[src/rtl/dmem_access_unit_if.sv]
// Signal bundle between the MEM-stage access unit, the pipeline datapath and data memory.
// The master modport is the access unit itself; the slave modport is its environment.
interface dmem_access_unit_if;
    logic        i_memRead;
    logic        i_memWrite;
    logic [1:0]  i_memSize;
    logic [31:0] i_addr;
    logic [31:0] i_writeData;
    logic        o_req;
    logic        o_we;
    logic [31:0] o_addr;
    logic [31:0] o_wdata;
    logic [3:0]  o_byteEn;
    logic        i_ack;
    logic [31:0] i_rdata;
    logic [31:0] o_readData;
    logic        o_stall;
    logic        o_misaligned;
    logic        o_busFault;

    modport master (
        input  i_memRead, i_memWrite, i_memSize, i_addr, i_writeData, i_ack, i_rdata,
        output o_req, o_we, o_addr, o_wdata, o_byteEn, o_readData, o_stall, o_misaligned,
               o_busFault
    );

    modport slave (
        output i_memRead, i_memWrite, i_memSize, i_addr, i_writeData, i_ack, i_rdata,
        input  o_req, o_we, o_addr, o_wdata, o_byteEn, o_readData, o_stall, o_misaligned,
               o_busFault
    );
endinterface

[src/rtl/dmem_access_unit.sv]
// MEM-stage adapter: turns load/store strobes into a req/ack word-memory transaction.
// state  | meaning
// IDLE   | waiting for an aligned access; misaligned ones are flagged only
// ACCESS | request held on the memory port until ack or timeout
// DONE   | stall released for one cycle so the pipeline advances
module dmem_access_unit #(
    parameter int unsigned TIMEOUT = 16
) (
    input logic                clk,
    input logic                reset_x,
    dmem_access_unit_if.master bus
);
    typedef enum logic [1:0] {IDLE = 2'd0, ACCESS = 2'd1, DONE = 2'd2} state_t;

    localparam logic [7:0] TIMEOUT_CNT = 8'(TIMEOUT);

    state_t      state, state_nxt;
    logic [7:0]  wait_cnt;
    logic [31:0] addr_q, wdata_q, rdata_q;
    logic [3:0]  be_q;
    logic        we_q, fault_q;
    logic        access, misaligned, start, timed_out;
    logic [3:0]  be_nxt;
    logic [31:0] wdata_nxt;

    assign access     = bus.i_memRead | bus.i_memWrite;
    assign misaligned = (bus.i_memSize == 2'b01 && bus.i_addr[0])
                     || (bus.i_memSize == 2'b10 && bus.i_addr[1:0] != 2'b00)
                     || (bus.i_memSize == 2'b11);
    assign start      = (state == IDLE) && access && !misaligned;
    // An ack in the final waiting cycle still wins over the abort.
    assign timed_out  = (state == ACCESS) && !bus.i_ack && (wait_cnt == TIMEOUT_CNT);

    always_ff @(posedge clk or negedge reset_x) begin
        if (!reset_x) state <= IDLE;
        else          state <= state_nxt;
    end

    always_comb begin
        state_nxt = state;
        case (state)
            IDLE:    if (start) state_nxt = ACCESS;
            ACCESS:  if (bus.i_ack || timed_out) state_nxt = DONE;
            DONE:    state_nxt = IDLE;
            default: state_nxt = IDLE;
        endcase
    end

    always_comb begin
        bus.o_req        = 1'b0;
        bus.o_we         = 1'b0;
        bus.o_stall      = 1'b0;
        bus.o_misaligned = (state == IDLE) && access && misaligned;
        case (state)
            IDLE:    bus.o_stall = start;
            ACCESS: begin
                bus.o_req   = 1'b1;
                bus.o_we    = we_q;
                bus.o_stall = 1'b1;
            end
            default: ;
        endcase
    end

    always_comb begin
        be_nxt    = 4'b1111;
        wdata_nxt = bus.i_writeData;
        case (bus.i_memSize)
            2'b00: begin
                be_nxt    = 4'b0001 << bus.i_addr[1:0];
                wdata_nxt = {4{bus.i_writeData[7:0]}};
            end
            2'b01: begin
                be_nxt    = bus.i_addr[1] ? 4'b1100 : 4'b0011;
                wdata_nxt = {2{bus.i_writeData[15:0]}};
            end
            default: ;
        endcase
    end

    always_ff @(posedge clk or negedge reset_x) begin
        if (!reset_x) begin
            addr_q   <= '0;
            wdata_q  <= '0;
            be_q     <= '0;
            we_q     <= 1'b0;
            wait_cnt <= '0;
            rdata_q  <= '0;
            fault_q  <= 1'b0;
        end else begin
            fault_q <= timed_out;
            if (start) begin
                addr_q   <= bus.i_addr;
                wdata_q  <= wdata_nxt;
                be_q     <= be_nxt;
                we_q     <= bus.i_memWrite;
                wait_cnt <= '0;
            end else if (state == ACCESS && !bus.i_ack && !timed_out) begin
                wait_cnt <= wait_cnt + 8'd1;
            end
            if (state == ACCESS && bus.i_ack)
                rdata_q <= bus.i_rdata >> {addr_q[1:0], 3'b000};
            else if (timed_out)
                rdata_q <= '0;
        end
    end

    assign bus.o_addr     = {addr_q[31:2], 2'b00};
    assign bus.o_wdata    = wdata_q;
    assign bus.o_byteEn   = be_q;
    assign bus.o_readData = rdata_q;
    assign bus.o_busFault = fault_q;
endmodule

[src/flat_wrapper.sv]
// flat-port wrapper written by rule: the top's interface ports become plain ports
module dmem_access_unit_flat 
#(
    parameter int unsigned TIMEOUT = 16
)
  (clk, reset_x, bus_i_memRead, bus_i_memWrite, bus_i_memSize, bus_i_addr, bus_i_writeData, bus_i_ack, bus_i_rdata, bus_o_req, bus_o_we, bus_o_addr, bus_o_wdata, bus_o_byteEn, bus_o_readData, bus_o_stall, bus_o_misaligned, bus_o_busFault);
  dmem_access_unit_if bus_i ();
  input logic clk;
  input logic reset_x;
  input wire logic [$bits(bus_i.i_memRead)-1:0] bus_i_memRead;
  input wire logic [$bits(bus_i.i_memWrite)-1:0] bus_i_memWrite;
  input wire logic [$bits(bus_i.i_memSize)-1:0] bus_i_memSize;
  input wire logic [$bits(bus_i.i_addr)-1:0] bus_i_addr;
  input wire logic [$bits(bus_i.i_writeData)-1:0] bus_i_writeData;
  input wire logic [$bits(bus_i.i_ack)-1:0] bus_i_ack;
  input wire logic [$bits(bus_i.i_rdata)-1:0] bus_i_rdata;
  output wire logic [$bits(bus_i.o_req)-1:0] bus_o_req;
  output wire logic [$bits(bus_i.o_we)-1:0] bus_o_we;
  output wire logic [$bits(bus_i.o_addr)-1:0] bus_o_addr;
  output wire logic [$bits(bus_i.o_wdata)-1:0] bus_o_wdata;
  output wire logic [$bits(bus_i.o_byteEn)-1:0] bus_o_byteEn;
  output wire logic [$bits(bus_i.o_readData)-1:0] bus_o_readData;
  output wire logic [$bits(bus_i.o_stall)-1:0] bus_o_stall;
  output wire logic [$bits(bus_i.o_misaligned)-1:0] bus_o_misaligned;
  output wire logic [$bits(bus_i.o_busFault)-1:0] bus_o_busFault;
  assign bus_i.i_memRead = bus_i_memRead;
  assign bus_i.i_memWrite = bus_i_memWrite;
  assign bus_i.i_memSize = bus_i_memSize;
  assign bus_i.i_addr = bus_i_addr;
  assign bus_i.i_writeData = bus_i_writeData;
  assign bus_i.i_ack = bus_i_ack;
  assign bus_i.i_rdata = bus_i_rdata;
  assign bus_o_req = bus_i.o_req;
  assign bus_o_we = bus_i.o_we;
  assign bus_o_addr = bus_i.o_addr;
  assign bus_o_wdata = bus_i.o_wdata;
  assign bus_o_byteEn = bus_i.o_byteEn;
  assign bus_o_readData = bus_i.o_readData;
  assign bus_o_stall = bus_i.o_stall;
  assign bus_o_misaligned = bus_i.o_misaligned;
  assign bus_o_busFault = bus_i.o_busFault;
  dmem_access_unit #(.TIMEOUT(TIMEOUT)) u_core (.clk(clk), .reset_x(reset_x), .bus(bus_i));
endmodule
[config.mk]
export PLATFORM = sky130hd
export DESIGN_NAME = dmem_access_unit_flat
export DESIGN_NICKNAME = d
export VERILOG_FILES = /design/src/rtl/dmem_access_unit_if.sv /design/src/rtl/dmem_access_unit.sv /design/src/flat_wrapper.sv
export SDC_FILE = /design/constraint.sdc
export NUM_CORES = 1
export LEC_CHECK = 0
export BUFFER_PORTS_ARGS = -buffer_cell sky130_fd_sc_hd__buf_4
export CAP_MARGIN = 25
export CELL_PAD_IN_SITES_DETAIL_PLACEMENT = 1
export CELL_PAD_IN_SITES_GLOBAL_PLACEMENT = 2
export CORE_MARGIN = 8
export CORE_UTILIZATION = 30
export DETAILED_ROUTE_END_ITERATION = 8
export GPL_ROUTABILITY_DRIVEN = 1
export HOLD_SLACK_MARGIN = 0.05
export PLACE_DENSITY_LB_ADDON = 0.1
export SYNTH_ARGS = -nofsm -noshare
export SYNTH_HDL_FRONTEND = slang
export SYNTH_SLANG_ARGS = --single-unit
[constraint.sdc]
create_clock -name clk -period 2.33 [get_ports clk]
set_clock_uncertainty 0.2 [all_clocks]
set_input_delay 0.3495 -clock clk [delete_from_list [all_inputs] [get_ports clk]]
set_output_delay 0.3495 -clock clk [all_outputs]
set_load 0.1 [all_outputs]
* After elaboration in Yosys (flattened, before gate mapping)
Index checks and enable logic that the tools add are counted.
** Cells by class
- Mux-type cells :: 13
- Reductions and logical operators :: 21
- Bitwise logic cells :: 1
- Add/sub/neg operators :: 1
- Equal/unequal tests :: 7
- Shift operators :: 2
** Operator list (count)
- $mux W32 :: 2
- $pmux W32 S2 :: 1
- $shr A32 B5 Y32 :: 1
- $mux W8 :: 2
- $logic_and A1 B1 Y1 :: 9
- $add A8 B1 Y8 const B :: 1
- $eq A8 B5 Y1 const B :: 1
- $pmux W4 S2 :: 1
- $reduce_bool A2 Y1 :: 3
- $eq A2 B1 Y1 const B :: 2
- $eq A2 B2 Y1 const B :: 2
- $logic_not A2 Y1 :: 2
- $mux W2 :: 2
- $mux W4 :: 1
- $pmux W2 S2 :: 1
- $shl A1 B2 Y4 const A :: 1
- $logic_not A1 Y1 :: 3
- $logic_or A1 B1 Y1 :: 3
- $mux W1 :: 2
- $ne A2 B1 Y1 const B :: 1
- $ne A2 B2 Y1 const B :: 1
- $pmux W1 S2 :: 1
- $reduce_and A2 Y1 :: 1
- $or A1 B1 Y1 :: 1
** Word-level totals
- Output and inout bits :: 105
- Bits of input ports :: 103
- Logic and storage cells :: 53
- Bits in registers :: 112

* Longest topological paths before layout
- Depth in word-level cells :: 8
- Gate-level depth with buffers :: 7
- Depth with buffers taken out :: 6

* Worst setup path after synthesis
No wires, ideal clock.
- Path type :: flip-flop to output port
- From :: register u_core.state[0]
- To :: output port bus_o_stall
- Required time :: 1.781 ns
- Arrival time :: 2.845 ns
- Path buffers :: 0
- Slack :: -1.065 ns
- Cell stages (with the launch flop) :: 3
- Path through :: dfrtp_1 -> nor2b_1 -> o21bai_1
** Between the ends
- Word-level cells in the longest chain between the ends :: 4
- Elaborated cells on any way between the ends :: 5
- Those cells by class :: 1 x eq/ne; 1 x mux; 3 x reduce/logical
** RTL lines
- start: declaration :: RTL line dmem_access_unit.sv:17 : state_t state, state_nxt;
- start signal: assignment :: RTL line dmem_access_unit.sv:36 : else state <= state_nxt;
- $logic_not A2 Y1 :: RTL line dmem_access_unit.sv:30, dmem_access_unit.sv:54
- $logic_and A1 B1 Y1 (2 in a row) :: RTL line dmem_access_unit.sv:30 : assign start = (state == IDLE) && access && !misaligned;
- $pmux W1 S2 (*) :: RTL line dmem_access_unit.sv:54 : case (state)
- end: declaration :: RTL line flat_wrapper.sv:23 : output wire logic [$bits(bus_i.o_stall)-1:0] bus_o_stall;
Mark *: on every way between the ends. The rest lies on a longest branch, timed or not.

* Worst setup path in the final report
- From :: register u_core.state[1]
- To :: output port bus_o_misaligned
** Between the ends
- Word-level cells in the longest chain between the ends :: 3
** RTL lines
- $logic_not A2 Y1 :: RTL line dmem_access_unit.sv:53 : bus.o_misaligned = (state == IDLE) && access && misaligned;
- $logic_and A1 B1 Y1 (2 in a row) :: RTL line dmem_access_unit.sv:53
- end: declaration :: RTL line flat_wrapper.sv:24 : output wire logic [$bits(bus_i.o_misaligned)-1:0] bus_o_misaligned;
No other way between the ends.

==> flow_summary.ini <==
[outcome]
status = completed

[sta]
setup_viol = 0
slew_violations = 0
rsz0062_at_grt = false
hold_violations = 0
final.min_clock_period_ns = 2.216
tightest_slew_ns = 0.6990
period_share = 0.9510
max_clock_freq_mhz = 451.3
max_slew_margin = 0.5323

[routing]
drc_errors = 0
first_pass_iters = 4
drt-initial-drc-count = 228
routed_via_density = 4.784
antenna_left = 0
wl_per_cell_um = 19.00
vias = 4320
routed_wl_um = 17160

[final_layout]
final_cell_mix = 211 x buf_4, 111 x dfrtp_1, 45 x mux2_2, 41 x dlygate4sd3_1, 40 x mux2i_1
final_layout_size_suffix_gt1_frac = 0.4243
fillers = 1938
fin_util = 0.4343
syn_to_final_growth_pct = 43.47
fin_nets = 775
num_antenna_cells = 0
fin_area_um2 = 7722
layout_commonest_cell = buf_4

[clock_network]
path_clk_slew_ns = 0.07
cts_num_sinks = 112
cts_tree = yes
cts_buffers = 9
post_cts_buffers = 0
cts_buffer_depth = 2
clk_latency_ns = 0.34
clock-root-buffer = clkbuf_16
htreeDepth = 3

[yosys]
synthArstFlopShare = 1.000
avgSynthCellArea_um2 = 11.73
ys_types = 45
synth_warnings = 0
syn_inst = 459
syn_area_um2 = 5383
synth_top_flop_cell = dfrtp_1
synth_edf_count = 0
synth_seq_cells = 112
ys_seq_area_frac = 0.5207

[global_routing]
grt_max_degree = 55
grt_pass1_wl_um = 27290
gr-total-overflow = 0
antenna_found_initial = 0
first_global_vias = 4909
grtUsageTotal = 0.1546

[placed_design]
place_congestion = 0.7779
io_buffers = 205
place_area_um2 = 6999
hpwlAfterDp_um = 12860

[floorplan]
die-area_um2 = 22490
fp.dieW_um = 150.0
io_pins = 208
coreArea_um2 = 17780
initial_core_util = 0.3027
die_h_um = 150.0
rows = 49

[setup_path]
cp.arrival_ns = 1.67
path_max_fanout = 5
worstSetupPathType = reg2out
worstSetupStartpointType = flop
cp.required_ns = 1.78
end_kind = output pin

[job]
cap_viol_max_count = 0

[hold_path]
hold_class = in2reg
==> cells by family after synthesis <==
family | after synthesis | share of synthesized area
other | 1 | 0.0006967
adders and majority gates | 2 | 0.004648
xor gates and xnor gates | 7 | 0.01139
muxes | 89 | 0.1769
and+or+nand+nor | 91 | 0.08461
buffers and inverters | 65 | 0.07857
AOI/OAI and AO/OA | 92 | 0.1225
DFF | 112 | 0.5207
==> path summary, 6_finish.rpt <==
path	start	depth (start not counted)	slack, ns	to
worst max-delay path	u_core.state[1]$_DFFE_PN0P_	4	0.11	bus_o_misaligned
worst min-delay path	bus_i_rdata[24]	2	0.07	u_core.bus.o_readData[24]$_DFFE_PN0P_
worst max register to register	u_core.state[1]$_DFFE_PN0P_	4	0.15	u_core.addr_q[30]$_DFFE_PN0P_
worst min register to register	u_core.addr_q[31]$_DFFE_PN0P_	1	0.29	u_core.addr_q[31]$_DFFE_PN0P_
max in group asynchronous	reset_x	3	1.04	u_core.addr_q[0]$_DFFE_PN0P_
min in group asynchronous	reset_x	2	0.30	u_core.wait_cnt[7]$_DFFE_PN0P_
==> Yosys cell counts (8+ instances only) <==
| cell | instances | area share |
|---|---|---|
| a21oi_1 | 19 | 0.018 |
| buf_4 | 35 | 0.049 |
| nand2_1 | 26 | 0.018 |
| nor2b_1 | 12 | 0.014 |
| clkbuf_1 | 10 | 0.0070 |
| mux2_2 | 45 | 0.094 |
| dfrtp_1 | 112 | 0.52 |
| nor2_1 | 29 | 0.020 |
| a22o_1 | 17 | 0.028 |
| a211o_1 | 9 | 0.015 |
| buf_2 | 8 | 0.0074 |
| o21ai_0 | 19 | 0.018 |
| a32o_1 | 10 | 0.019 |
| o2bb2ai_1 | 8 | 0.013 |
| mux2i_1 | 40 | 0.074 |
==> worst max-delay path: stages (launching register included) <==
cell and delay, ns:
dfrtp_2 0.45, o21bai_2 0.26, or2_4 0.28, nor2_4 0.14
buf_12 0.19
==> registers in the layout, summed over array words and instances, names as in the netlist <==
signal	flops
u_core.bus.o_byteEn	4
u_core.we_q	1
u_core.bus.o_readData	32
u_core.bus.o_wdata	32
u_core.bus.o_busFault	1
u_core.wait_cnt	8
u_core.addr_q	32
u_core.state	2
==> timing repair <==
action,CTS,global route
hold endpoints to repair,70,0
gates resized for setup,5,2
pin swaps,0,0
hold buffers,41,0
endpoints found under the setup margin,1,1
==> layer usage <==
metal / share of wire / GRT usage / vias to the layer above
li1: - / - / 2020
met1: 0.43 / 0.1931 / 2171
met2: 0.50 / 0.2570 / 111
met3: 0.054 / 0.03750 / 18
met4: 0.015 / 0.05147 / 0
met5: 0 / 0 / -
==> through the flow <==
| step | instances | TNS [ns] | hold slack [ns] | worst slack, ns |
|---|---|---|---|---|
| final | 903 | 0 | 0.06935 | 0.1142 |
| after global routing | 903 | 0 | 0.06123 | 0.05522 |
| after CTS | 903 | 0 | 0.05358 | 0.0004523 |
| after detailed placement | 847 | 0 | 0.1429 | 0.09778 |
| after global placement | 847 | 0 | 0.1276 | 0.1931 |
| after floorplan | 460 | -0.01803 | -0.1461 | -0.01803 |
==> cell type report <==
class                      count  area, um2  area share
sequential                   112       2804      0.3631
multi-input combinational    283       2191      0.2837
timing repair buffer         259       2135      0.2764
tap                          229      286.5     0.03710
clock buffer                  10      229.0     0.02965
clock inverter                 5      58.81    0.007615
inverter                       5      18.77    0.002430
Power is not shown: default switching activity piles up to over one toggle a cycle in this logic, so the estimate is an artifact.
